**config.mk**
```make
export PLATFORM = sky130hd
export DESIGN_NAME = pipe_stage_skid
export DESIGN_NICKNAME = d
export VERILOG_FILES = /design/src/rtl/pipe_stage_skid.sv
export SDC_FILE = /design/constraint.sdc
export NUM_CORES = 1
export LEC_CHECK = 0
export ABC_AREA = 1
export CORE_MARGIN = 2
export CORE_UTILIZATION = 55
export CTS_CLUSTER_SIZE = 40
export DETAILED_ROUTE_END_ITERATION = 8
export PLACE_DENSITY = 0.93
export SLEW_MARGIN = 20
export SYNTH_ARGS = -nofsm -noshare
export SYNTH_HDL_FRONTEND = slang
export SYNTH_SLANG_ARGS = --single-unit
```
**constraint.sdc**
```tcl
create_clock -name clk -period 4.2 [get_ports clk]
set_input_delay 1.26 -clock clk [delete_from_list [all_inputs] [get_ports clk]]
set_output_delay 1.26 -clock clk [all_outputs]
set_load 0.01 [all_outputs]
```
**src/rtl/pipe_stage_skid.sv**
```systemverilog
// pipe_stage_skid
//   Inter-stage pipeline register with a valid/ready handshake and a 2-entry
//   skid buffer. The payload is opaque; field packing belongs to the stages on
//   either side. The occupancy is encoded directly by the two valid bits.
//   in_ready comes straight from a register, so out_ready has no
//   combinational path to in_ready.
//
// Optional feature macro: PIPE_FWD_TAP_EN
//   When defined, this block adds a forwarding tap (fwd_valid/fwd_dst/fwd_data)
//   that is driven combinationally from the output register.
//
// Ports
//   clk        pipeline clock, all state updates on posedge
//   rst_n      asynchronous active-low reset
//   flush      synchronous flush, drops every held entry and zeroes the data
//   in_valid   upstream has a payload
//   in_data    upstream payload [DATA_W]
//   in_ready   stage can accept this cycle
//   out_valid  payload available downstream
//   out_data   oldest held payload [DATA_W]
//   out_ready  downstream consumes this cycle (0 = stall)
//   occ        entries held, 0..2
//   fwd_valid  (PIPE_FWD_TAP_EN) copy of out_valid
//   fwd_dst    (PIPE_FWD_TAP_EN) destination field of out_data [DST_W]
//   fwd_data   (PIPE_FWD_TAP_EN) copy of out_data [DATA_W]
module pipe_stage_skid #(
  parameter int DATA_W  = 42,
  parameter int DST_W   = 3,
  parameter int DST_LSB = 32
) (
  input  logic              clk,
  input  logic              rst_n,
  input  logic              flush,
  input  logic              in_valid,
  input  logic [DATA_W-1:0] in_data,
  output logic              in_ready,
  output logic              out_valid,
  output logic [DATA_W-1:0] out_data,
  input  logic              out_ready,
  output logic [1:0]        occ
`ifdef PIPE_FWD_TAP_EN
  ,
  output logic              fwd_valid,
  output logic [DST_W-1:0]  fwd_dst,
  output logic [DATA_W-1:0] fwd_data
`endif
);

  // The destination field must sit inside the payload. A bad setting fails
  // elaboration because the instantiated module below does not exist.
  if (DST_LSB + DST_W > DATA_W) begin : g_dst_field_out_of_range
    pipe_stage_skid_dst_field_out_of_range u_bad_cfg ();
  end

  logic              vld_p0;
  logic              skid_vld_p0;
  logic [DATA_W-1:0] data_p0;
  logic [DATA_W-1:0] skid_data_p0;

  logic              vld_nxt;
  logic              skid_vld_nxt;
  logic [DATA_W-1:0] data_nxt;
  logic [DATA_W-1:0] skid_data_nxt;

  logic              accept;
  logic              consume;

  assign accept  = in_valid & in_ready;
  assign consume = vld_p0 & out_ready;

  // ---- stage p0: output register and skid entry ----
  always_ff @(posedge clk or negedge rst_n) begin
    if (!rst_n) begin
      vld_p0       <= 1'b0;
      skid_vld_p0  <= 1'b0;
      data_p0      <= '0;
      skid_data_p0 <= '0;
    end else begin
      vld_p0       <= vld_nxt;
      skid_vld_p0  <= skid_vld_nxt;
      data_p0      <= data_nxt;
      skid_data_p0 <= skid_data_nxt;
    end
  end

  always_comb begin
    vld_nxt       = vld_p0;
    skid_vld_nxt  = skid_vld_p0;
    data_nxt      = data_p0;
    skid_data_nxt = skid_data_p0;
    if (flush) begin
      vld_nxt       = 1'b0;
      skid_vld_nxt  = 1'b0;
      data_nxt      = '0;
      skid_data_nxt = '0;
    end else begin
      unique case ({vld_p0, skid_vld_p0})
        2'b00: begin
          if (accept) begin
            vld_nxt  = 1'b1;
            data_nxt = in_data;
          end
        end
        2'b10: begin
          if (accept && consume) begin
            data_nxt = in_data;
          end else if (accept) begin
            skid_vld_nxt  = 1'b1;
            skid_data_nxt = in_data;
          end else if (consume) begin
            vld_nxt = 1'b0;
          end
        end
        2'b11: begin
          if (consume) begin
            skid_vld_nxt = 1'b0;
            data_nxt     = skid_data_p0;
          end
        end
        default: begin
          // A skid entry without an output entry cannot be reached; recover
          // to empty rather than hold an inconsistent state.
          vld_nxt      = 1'b0;
          skid_vld_nxt = 1'b0;
        end
      endcase
    end
  end

  always_comb begin
    in_ready  = ~skid_vld_p0;
    out_valid = vld_p0;
    out_data  = data_p0;
    occ       = {vld_p0 & skid_vld_p0, vld_p0 ^ skid_vld_p0};
  end

`ifdef PIPE_FWD_TAP_EN
  assign fwd_valid = vld_p0;
  assign fwd_dst   = data_p0[DST_LSB +: DST_W];
  assign fwd_data  = data_p0;
`endif

endmodule

```
==> flow_metrics.env <==
export IMPL_synth_nets=597
export IMPL_cp_endpoint="out_data[28]"
export IMPL_cp_start_kind="input pin"
export IMPL_final_cell_mix="91 x clkdlybuf4s50_1, 89 x inv_1, 87 x nand3_1, 86 x dfrtp_1, 65 x o21ai_0"
export IMPL_drc=0
export IMPL_ctsHoldBuffers=0
export IMPL_cts_tree="built"
export IMPL_rr_endpoint="out_data[28]"
export IMPL_avgViaCountPerCell=5.630
export IMPL_gp_congestion=0.8119
export IMPL_timing_final_crit_period_ns=3.761
export IMPL_track_usage_pct=25.33
export IMPL_synthesis_instances=547
export IMPL_grt_overflow_total=0
export IMPL_grt_pass1_vias=3774
export IMPL_design_area_sq_um=5517
export IMPL_worstSkewPairLatency_ns=0.37
export IMPL_reg2reg_depth=7
export IMPL_status="finished clean"
export IMPL_startpoint="flush"
export IMPL_cts_resized=0
export IMPL_grt_max_degree=87
export IMPL_drv_cap=0
export IMPL_dp_hpwl_mm=6.752
export IMPL_wl_mm=10.76
export IMPL_rsz0062_at_grt="false"
export IMPL_numCtsBuffers=9
export IMPL_yosysUniqueCellTypes=22
export IMPL_crit_arrival_ns=4.01
export IMPL_clkSinkCount=86
export IMPL_nNetsFinal=662
export IMPL_fp_dieH_microns=94.10
export IMPL_root_buffer="clkbuf_8"
export IMPL_syn_area_sq_um=4464
export IMPL_final_cells=719
export IMPL_drt_pass1_iterations=4
export IMPL_fin_crit_sh_pct=89.54
export IMPL_slew_limit_headroom_pct=31.03
export IMPL_hold_path_class="reg -> reg"
export IMPL_crit_chain="clkdlybuf4s50_1 -> inv_2 -> nand2_1 -> nor2_4 -> inv_2 -> nand3_1 -> nand2_1"
export IMPL_io_buffers=92
export IMPL_avgRoutedWirePerCell_microns=14.97
export IMPL_worst_slew_pin_slew_ns=1.032
export IMPL_rows=32
export IMPL_post_cts_buffers=0
export IMPL_synth_avg_cell_area_sq_um=8.161
export IMPL_setup_viol=0
export IMPL_layout_commonest_cell="clkdlybuf4s50_1"
export IMPL_yosysWarnings=0
export IMPL_r2r_slack_ns=1.39
export IMPL_placed_cells=703
export IMPL_drive_above_1_share_pct=5.348
export IMPL_cp_end_kind="register"
export IMPL_ios=93
export IMPL_ant_nets=0
export IMPL_initialDrtViolationCount=217
export IMPL_antenna_found_initial=0
export IMPL_dieArea_sq_um=8854
export IMPL_grt_pass1_wl_mm=17.52
export IMPL_ys_seq_area_share_pct=48.21
export IMPL_crit_required_ns=4.45
export IMPL_clk_path_buf_depth=2
export IMPL_path_class="in -> reg"
export IMPL_powerDensity_nw_per_um2=612.6
export IMPL_total_leakage_power_nw=2.757
export IMPL_cp_max_fo=43
export IMPL_slowest_stage="nor2_4"
export IMPL_slowest_delay_ns=0.84
export IMPL_core_area_sq_um=7807
export IMPL_max_freq_mhz=265.9
export IMPL_diodes=0
export IMPL_setup_tns_ns=0
export IMPL_clkTransAtPathRegs_ns=0.09
export IMPL_syn2layout_area_growth_pct=23.57
export IMPL_hold_viol=0
export IMPL_synth_seq_cells=86
export IMPL_fin_skew_ns=0.009087
export IMPL_ir_worst_vdd_mv=0.3050
export IMPL_cts_max_level=3
export IMPL_dpl_cell_area_sq_um=5308
export IMPL_vias=4048
export IMPL_timing_final_max_slew_violations=0
export IMPL_initial_core_util_pct=57.18
export IMPL_worstReg2RegStart="skid_vld_p0"
export IMPL_die_x_microns=94.10
-- registers in the layout, summed over array words and instances (netlist names) --
signal,flops
out_data,42
skid_vld_p0,1
skid_data_p0,42
out_valid,1
-- cells in the mapped netlist --
library cell	instances	share of area, %
clkbuf_1	11	0.92
o21ai_1	22	2.5
inv_1	89	7.5
clkbuf_4	1	0.17
nand3_1	87	9.8
buf_1	1	0.084
nand2_2	1	0.14
ha_1	3	0.84
nand4_1	1	0.14
nor2_1	5	0.42
o21ai_0	65	7.3
nor2_4	2	0.50
buf_4	12	2.0
nand3_2	1	0.22
buf_2	14	1.6
a21oi_1	42	4.7
nor2_2	2	0.28
buf_6	4	1.0
inv_2	3	0.25
dfrtp_1	86	48
nand2_1	53	4.5
o21bai_1	42	7.1
-- layout make-up --
| class | instances | area, sq um |
|---|---|---|
| tap | 102 | 127.6 |
| inverter | 92 | 345.3 |
| clock buffer | 10 | 137.6 |
| timing repair buffer | 97 | 972.2 |
| fill | 625 | 2291 |
| sequential | 86 | 2152 |
| clock inverter | 6 | 67.56 |
| multi-input combinational | 326 | 1714 |
-- cells by family after synthesis --
family / after synthesis / synth area share, %
flops: 86 / 48.21
compound gates: 171 / 21.52
fa+ha+maj: 3 / 0.8409
buf+inv: 135 / 13.51
simple gates: 152 / 15.92
-- worst min-delay path by stage --
stage / startpoint / slack, ns / depth (start not counted) / end
floorplan: skid_data_p0[0] / 0.49 / 2 / skid_data_p0[0]
global placement: skid_data_p0[24] / 0.50 / 2 / skid_data_p0[24]
detailed placement: skid_data_p0[25] / 0.51 / 2 / skid_data_p0[25]
CTS: skid_data_p0[33] / 0.53 / 2 / skid_data_p0[33]
global route: skid_data_p0[31] / 0.55 / 2 / skid_data_p0[31]
finish: skid_data_p0[25] / 0.53 / 2 / skid_data_p0[25]
-- layer usage --
metal,vias up,wire length [microns],track usage (%)
li1,1915,-,-
met1,1969,4470,32.84
met2,142,5405,40.83
met3,22,642,4.896
met4,0,245,12.20
met5,-,0,0
-- worst max-delay path: cells and delay by family --
family / cells / cell delay [ns]
and+or+nand+nor: 4 / 1.37
buffers and inverters: 3 / 1.36
-- power breakdown --
group	internal (W)	switching (W)	total (W)
combinational	0.000699	0.000805	0.00150
sequential	0.00110	0.000160	0.00126
clock	0.000294	0.000320	0.000614
total	0.00209	0.00129	0.00338
-- metrics by stage --
stage               total power (W)  utilization, %  hold slack (ns)  setup slack [ns]
global placement           0.002709           67.98           0.4998            0.2310
global route               0.003598           70.66           0.5496            0.2255
floorplan                  0.002117               -           0.4862             2.108
CTS                        0.003387           70.61           0.5279            0.4458
finish                     0.003380           70.66           0.5256            0.4394
detailed placement         0.002770           67.98           0.5066           0.06804
(Power assumes the default switching activity.)
==> variant 1, RTL diff (same flow settings) <==
`data_p0` and `skid_data_p0` no longer have a reset.
--- a/src/rtl/pipe_stage_skid.sv
+++ b/src/rtl/pipe_stage_skid.sv
@@ -73,14 +73,15 @@
     if (!rst_n) begin
       vld_p0       <= 1'b0;
       skid_vld_p0  <= 1'b0;
-      data_p0      <= '0;
-      skid_data_p0 <= '0;
     end else begin
       vld_p0       <= vld_nxt;
       skid_vld_p0  <= skid_vld_nxt;
-      data_p0      <= data_nxt;
-      skid_data_p0 <= skid_data_nxt;
     end
+  end
+
+  always_ff @(posedge clk) begin
+    data_p0      <= data_nxt;
+    skid_data_p0 <= skid_data_nxt;
   end
 
   always_comb begin
Formal check against the unedited RTL: not equivalent (a bounded check fails within 4 cycles, from zero or initial values and one cycle with rst_n low).
==> variant 1 against the original RTL <==
Count of clock-buffer cells in the layout is the same. Power grew 3.7%. Setup slack improved by 630 ps. Sequential share of layout area down 5.9 points. Synthesized area down 8.9%. Wire length down 5.6%. Design area decreased by 5.2%. Sequential cell count stayed put.
==> variant 1: results (changes against the original RTL) <==
Worst IR Drop VDD -> 0.348 mV (was 0.305 mV)
maximum number of pins on one net before global-route repair -> 87 (unchanged)
nets -> 742 (was 662)
WL final -> 10200 um (was 10800 um)
Worst Tran Pin Value -> 916 ps (was 1030 ps)
Layout Cells excl Fill -> 795 (was 719)
reg2reg start -> skid_vld_p0$_DFFE_PN0P_ (unchanged)
CTS buffer count -> 9 (unchanged)
min-delay src -> skid_data_p0[22]$_SDFFE_PP0P_ (was skid_data_p0[25]$_DFFE_PN0P_)
compound-gate portion of the synthesized area -> 10.7% (was 21.5%)
Vias -> 4112 (was 4048)
Diodes inserted -> 0 (unchanged)
layout cells sized above 1 -> 4.45% (was 5.35%)
post-synth cell types -> 18 (was 22)
adder and majority gate portion of the synthesized area -> 1.23% (was 0.841%)
Slowest-stage cell, CP -> clkdlybuf4s50_1 (was nor2_4)
Syn Nets -> 677 (was 597)
fraction of registers with async set/reset -> 2.33% (was 100%)
Synth area leader -> dfxtp_1 (was dfrtp_1)
Synth Area in XOR/XNOR -> 0% (unchanged)
initial antenna violation count -> 0 (unchanged)
Final HPWL DP -> 6290 um (was 6750 um)
post-CTS setup buffer count -> 0 (unchanged)
synth warn -> 0 (unchanged)
Tot GR Track Use -> 25.1% (was 25.3%)
top cells by area, synth -> dfxtp_1 (41%), nand2_1 (16%), inv_1 (8.4%), nor2_1 (7.9%), nand4_1 (6.8%) (was dfrtp_1 (48%), nand3_1 (9.8%), inv_1 (7.5%), o21ai_0 (7.3%), o21bai_1 (7.1%))
Setup TNS -> 0 ps (unchanged)
Commonest cells post-synth -> nand2_1 (178), inv_1 (91), nor2_1 (86), dfxtp_1 (84), nand4_1 (44) (was inv_1 (89), nand3_1 (87), dfrtp_1 (86), o21ai_0 (65), nand2_1 (53))
Hold Path End -> skid_data_p0[22]$_SDFFE_PP0P_ (was skid_data_p0[25]$_DFFE_PN0P_)
hold depth -> 2 (unchanged)
vias in the first global route -> 3828 (was 3774)
Mean Syn Cell Area -> 6.50 sq um (was 8.16 sq um)
Leak -> 2.29 nW (was 2.76 nW)
mux cell area share after synthesis -> 0% (unchanged)
placed insts -> 779 (was 703)
first drt pass iteration count -> 5 (was 4)
Arrival @ worst endpoint -> 1870 ps (was 4010 ps)
DP Area -> 0.00496 sq mm (was 0.00531 sq mm)
pre-CTS setup slack -> 1030 ps (was 68.0 ps)
RePlAce Congestion -> 0.775 (was 0.812)
reg2reg path depth -> 5 (was 7)
sequential-to-total area share from yosys stat -> 42.6% (was 48.2%)
CP Max Fanout -> 6 (was 43)
initial DRC count -> 316 (was 217)
crit-path max cell delay -> 550 ps (was 840 ps)
Reg clk slew, reported paths -> 80 ps
first-pass GRT wire length -> 17100 um (was 17500 um)
flop-to-flop setup slack -> 1350 ps (was 1390 ps)
Clock Skews -> 11.7 ps (was 9.09 ps)
Hold WC Path Type -> reg -> reg (unchanged)
reg2reg end -> skid_data_p0[35]$_SDFFE_PP0P_ (was out_data[28]$_DFFE_PN0P_)
root buffer cell -> clkbuf_8 (unchanged)
H-tree depth -> 3 (unchanged)
status -> finished clean (unchanged)
[variant 1: cell type report]
| class | count | area [sq um] |
|---|---|---|
| fillers | 556 | 1990 |
| multi-input cells | 403 | 1790 |
| flip-flops and latches | 86 | 1730 |
| repair buffers | 98 | 961 |
| inverters | 93 | 349 |
| clock buffers | 10 | 138 |
| clock inverters | 6 | 133 |
| well taps | 99 | 124 |
[variant 1: where the power goes]
group | leakage [nW] | switching, mW | internal [mW]
clock | 0.132 | 0.293 | 0.470
sequential | 0.715 | 0.115 | 1.03
combinational | 1.44 | 0.963 | 0.633
[variant 1: how the worst max path moves through the flow]
stage,slack (ps),start,end
after floorplan,2040,out_ready,out_data[0]$_SDFFE_PP0P_
after global placement,1110,out_ready,skid_data_p0[26]$_SDFFE_PP0P_
after detailed placement,1030,out_ready,skid_data_p0[35]$_SDFFE_PP0P_
after CTS,1080,out_valid$_DFFE_PN0P_,occ[0]
after global routing,1050,out_valid$_DFFE_PN0P_,occ[0]
final,1070,out_valid$_DFFE_PN0P_,occ[0]
[variant 1: per-layer routing]
metal / up-vias / global-route usage (%) / routed length [um] / share of wire (%)
li1: 2063 / - / - / -
met1: 1851 / 32.4 / 4460 / 44
met2: 176 / 41.2 / 4770 / 47
met3: 22 / 5.45 / 721 / 7.1
met4: 0 / 9.62 / 203 / 2.0
met5: - / 0 / 0 / 0
[variant 1: critical path, delay by kind of cell (launching register included)]
family     cells  cell delay [ps]
buf+inv        2              690
flops          1              500
fa+ha+maj      1              340
[variant 1: metrics by stage]
stage	utilization, %	hold slack (ps)
2_1_floorplan	-	440
3_3_place_gp	68.7	448
3_5_place_dp	68.7	452
4_1_cts	72.5	465
5_1_grt	72.5	488
6_report	72.5	467
==> variant 2, RTL diff (same flow settings) <==
Made on the original files. The parameter `DATA_W` goes from 42 to 84.
--- a/src/rtl/pipe_stage_skid.sv
+++ b/src/rtl/pipe_stage_skid.sv
@@ -24,7 +24,7 @@
 //   fwd_dst    (PIPE_FWD_TAP_EN) destination field of out_data [DST_W]
 //   fwd_data   (PIPE_FWD_TAP_EN) copy of out_data [DATA_W]
 module pipe_stage_skid #(
-  parameter int DATA_W  = 42,
+  parameter int DATA_W  = 84,
   parameter int DST_W   = 3,
   parameter int DST_LSB = 32
 ) (
Ports: changed (resized in_data and out_data); port bits go from 93 to 177. No check against the original RTL was run, so the function may have changed too.
==> variant 2 against the original RTL <==
Wire length rose by 110%. Design area rose by 100%. Setup slack improved by 350 ps. Sequential share of layout area shrank 0.47 points. Sequential cell count rose by 84. Power grew 110%. Global-route usage grew 2.1 points. Critical endpoint is now out_data[27]$_DFFE_PN0P_. Synthesized area increased by 95%. Synthesized cell count increased by 100%. Utilization decreased by 0.15 points. Critical path type unchanged. Via count up 98%. Worst hold slack worse by 47 ps.
==> variant 2: results (changes against the original RTL) <==
RePlAce Congestion -> 0.828 (was 0.812)
wire length on met3 -> 1760 um (was 642 um)
root buffer cell -> clkbuf_16 (was clkbuf_8)
Final HPWL DP -> 13500 um (was 6750 um)
vias in the first global route -> 7368 (was 3774)
Worst IR Drop VDD -> 0.408 mV (was 0.305 mV)
CORE AREA -> 0.0157 sq mm (was 0.00781 sq mm)
Syn Nets -> 1201 (was 597)
synth warn -> 0 (unchanged)
number of port buffers -> 176 (was 92)
WL/cell -> 15.4 um (was 15.0 um)
first drt pass iteration count -> 6 (was 4)
min-delay src -> skid_data_p0[72]$_DFFE_PN0P_ (was skid_data_p0[25]$_DFFE_PN0P_)
Slowest-stage cell, CP -> buf_4 (was nor2_4)
Reg clk slew, reported paths -> 60 ps (was 90 ps)
CP Max Fanout -> 53 (was 43)
flop-to-flop setup slack -> 1230 ps (was 1390 ps)
clock buffer depth -> 2 (unchanged)
Commonest cells post-synth -> nand2_1 (195), nand3_1 (171), dfrtp_1 (170), inv_1 (125), o21ai_0 (121) (was inv_1 (89), nand3_1 (87), dfrtp_1 (86), o21ai_0 (65), nand2_1 (53))
initial DRC count -> 955 (was 217)
Worst Tran Pin Value -> 1060 ps (was 1030 ps)
crit-path max cell delay -> 630 ps (was 840 ps)
FILL cells -> 1199 (was 625)
M1 wire length -> 9680 um (was 4470 um)
layout cells sized above 1 -> 4.44% (was 5.35%)
reg2reg path depth -> 8 (was 7)
post-synth cell types -> 19 (was 22)
Clock Skews -> 8.11 ps (was 9.09 ps)
top cells by area, synth -> dfrtp_1 (49%), nand3_1 (9.8%), nand2_1 (8.4%), o21bai_1 (7.2%), o21ai_0 (6.9%) (was dfrtp_1 (48%), nand3_1 (9.8%), inv_1 (7.5%), o21ai_0 (7.3%), o21bai_1 (7.1%))
reg2reg end -> out_data[2]$_DFFE_PN0P_ (was out_data[28]$_DFFE_PN0P_)
status -> finished clean (unchanged)
wire length on met2 -> 10700 um (was 5410 um)
Leak -> 5.81 nW (was 2.76 nW)
Net Sw Power -> 2.53 mW (was 1.29 mW)
clock latency on the worst-skew pair -> 430 ps (was 370 ps)
Arrival @ worst endpoint -> 3770 ps (was 4010 ps)
DP Area -> 0.0104 sq mm (was 0.00531 sq mm)
nets -> 1319 (was 662)
first-pass GRT wire length -> 36800 um (was 17500 um)
CTS buffer count -> 17 (was 9)
EDFF count, synth -> 0 (unchanged)
H-tree depth -> 4 (was 3)
Avg Vias per Cell -> 5.51 (was 5.63)
maximum number of pins on one net before global-route repair -> 119 (was 87)
sequential-to-total area share from yosys stat -> 48.8% (was 48.2%)
reg2reg start -> out_valid$_DFFE_PN0P_ (was skid_vld_p0$_DFFE_PN0P_)
Hold Path End -> skid_data_p0[72]$_DFFE_PN0P_ (was skid_data_p0[25]$_DFFE_PN0P_)
Tot GR Track Use -> 27.4% (was 25.3%)
[variant 2: cells by family after synthesis]
family,count (synthesis),synth area share (%)
fa+ha+maj,3,0.431
compound gates,239,16.1
simple gates,478,23.3
buf+inv,219,11.3
flops,170,48.8
[variant 2: how the worst max path moves through the flow]
stage	end	cells past startpoint
after global placement	out_data[28]$_DFFE_PN0P_	8
after global routing	out_data[27]$_DFFE_PN0P_	8
after floorplan	out_data[57]$_DFFE_PN0P_	8
after detailed placement	out_data[27]$_DFFE_PN0P_	8
after CTS	out_data[76]$_DFFE_PN0P_	8
final	out_data[27]$_DFFE_PN0P_	8
[variant 2: tightest hold or removal path, cell delays in order, from the launching register on]
cell and delay (ps):
dfrtp_1 340, nand2_1 50, nand2_1 60
[variant 2: power groups by stage]
stage                     Combinational [mW]  Clock [mW]  Sequential (mW)
after floorplan                         1.51           0             2.66
after global placement                  2.84           0             2.51
after detailed placement                2.91           0             2.51
after CTS                               2.93        1.62             2.50
after global routing                    3.22        1.69             2.56
final                                   2.91        1.60             2.50
[variant 2: routing by layer]
layer	up-vias	GRT usage [%]
li1	3787	-
met4	0	7.46
met2	376	43.0
met3	27	5.45
met5	-	0
met1	3837	39.3
[variant 2: layout make-up]
type	count	area, sq um	area share (%)
Inverter	129	487	4.41
Multi-Input combinational cell	720	3510	31.8
Clock inverter	9	113	1.02
Timing Repair Buffer	189	1910	17.3
Tap cell	216	270	2.45
Clock buffer	23	498	4.51
Sequential cell	170	4250	38.5
[variant 2: metrics by stage]
step                hold slack [ps]  worst slack [ps]  cells  utilization [%]  power [mW]
floorplan                       450              1990   1109                -        4.16
finish                          478               793   1456             70.5        7.02
global placement                462               487   1424             66.6        5.35
global route                    502               632   1456             70.5        7.47
detailed placement              466               397   1424             66.6        5.43
CTS                             482               850   1456             70.5        7.05
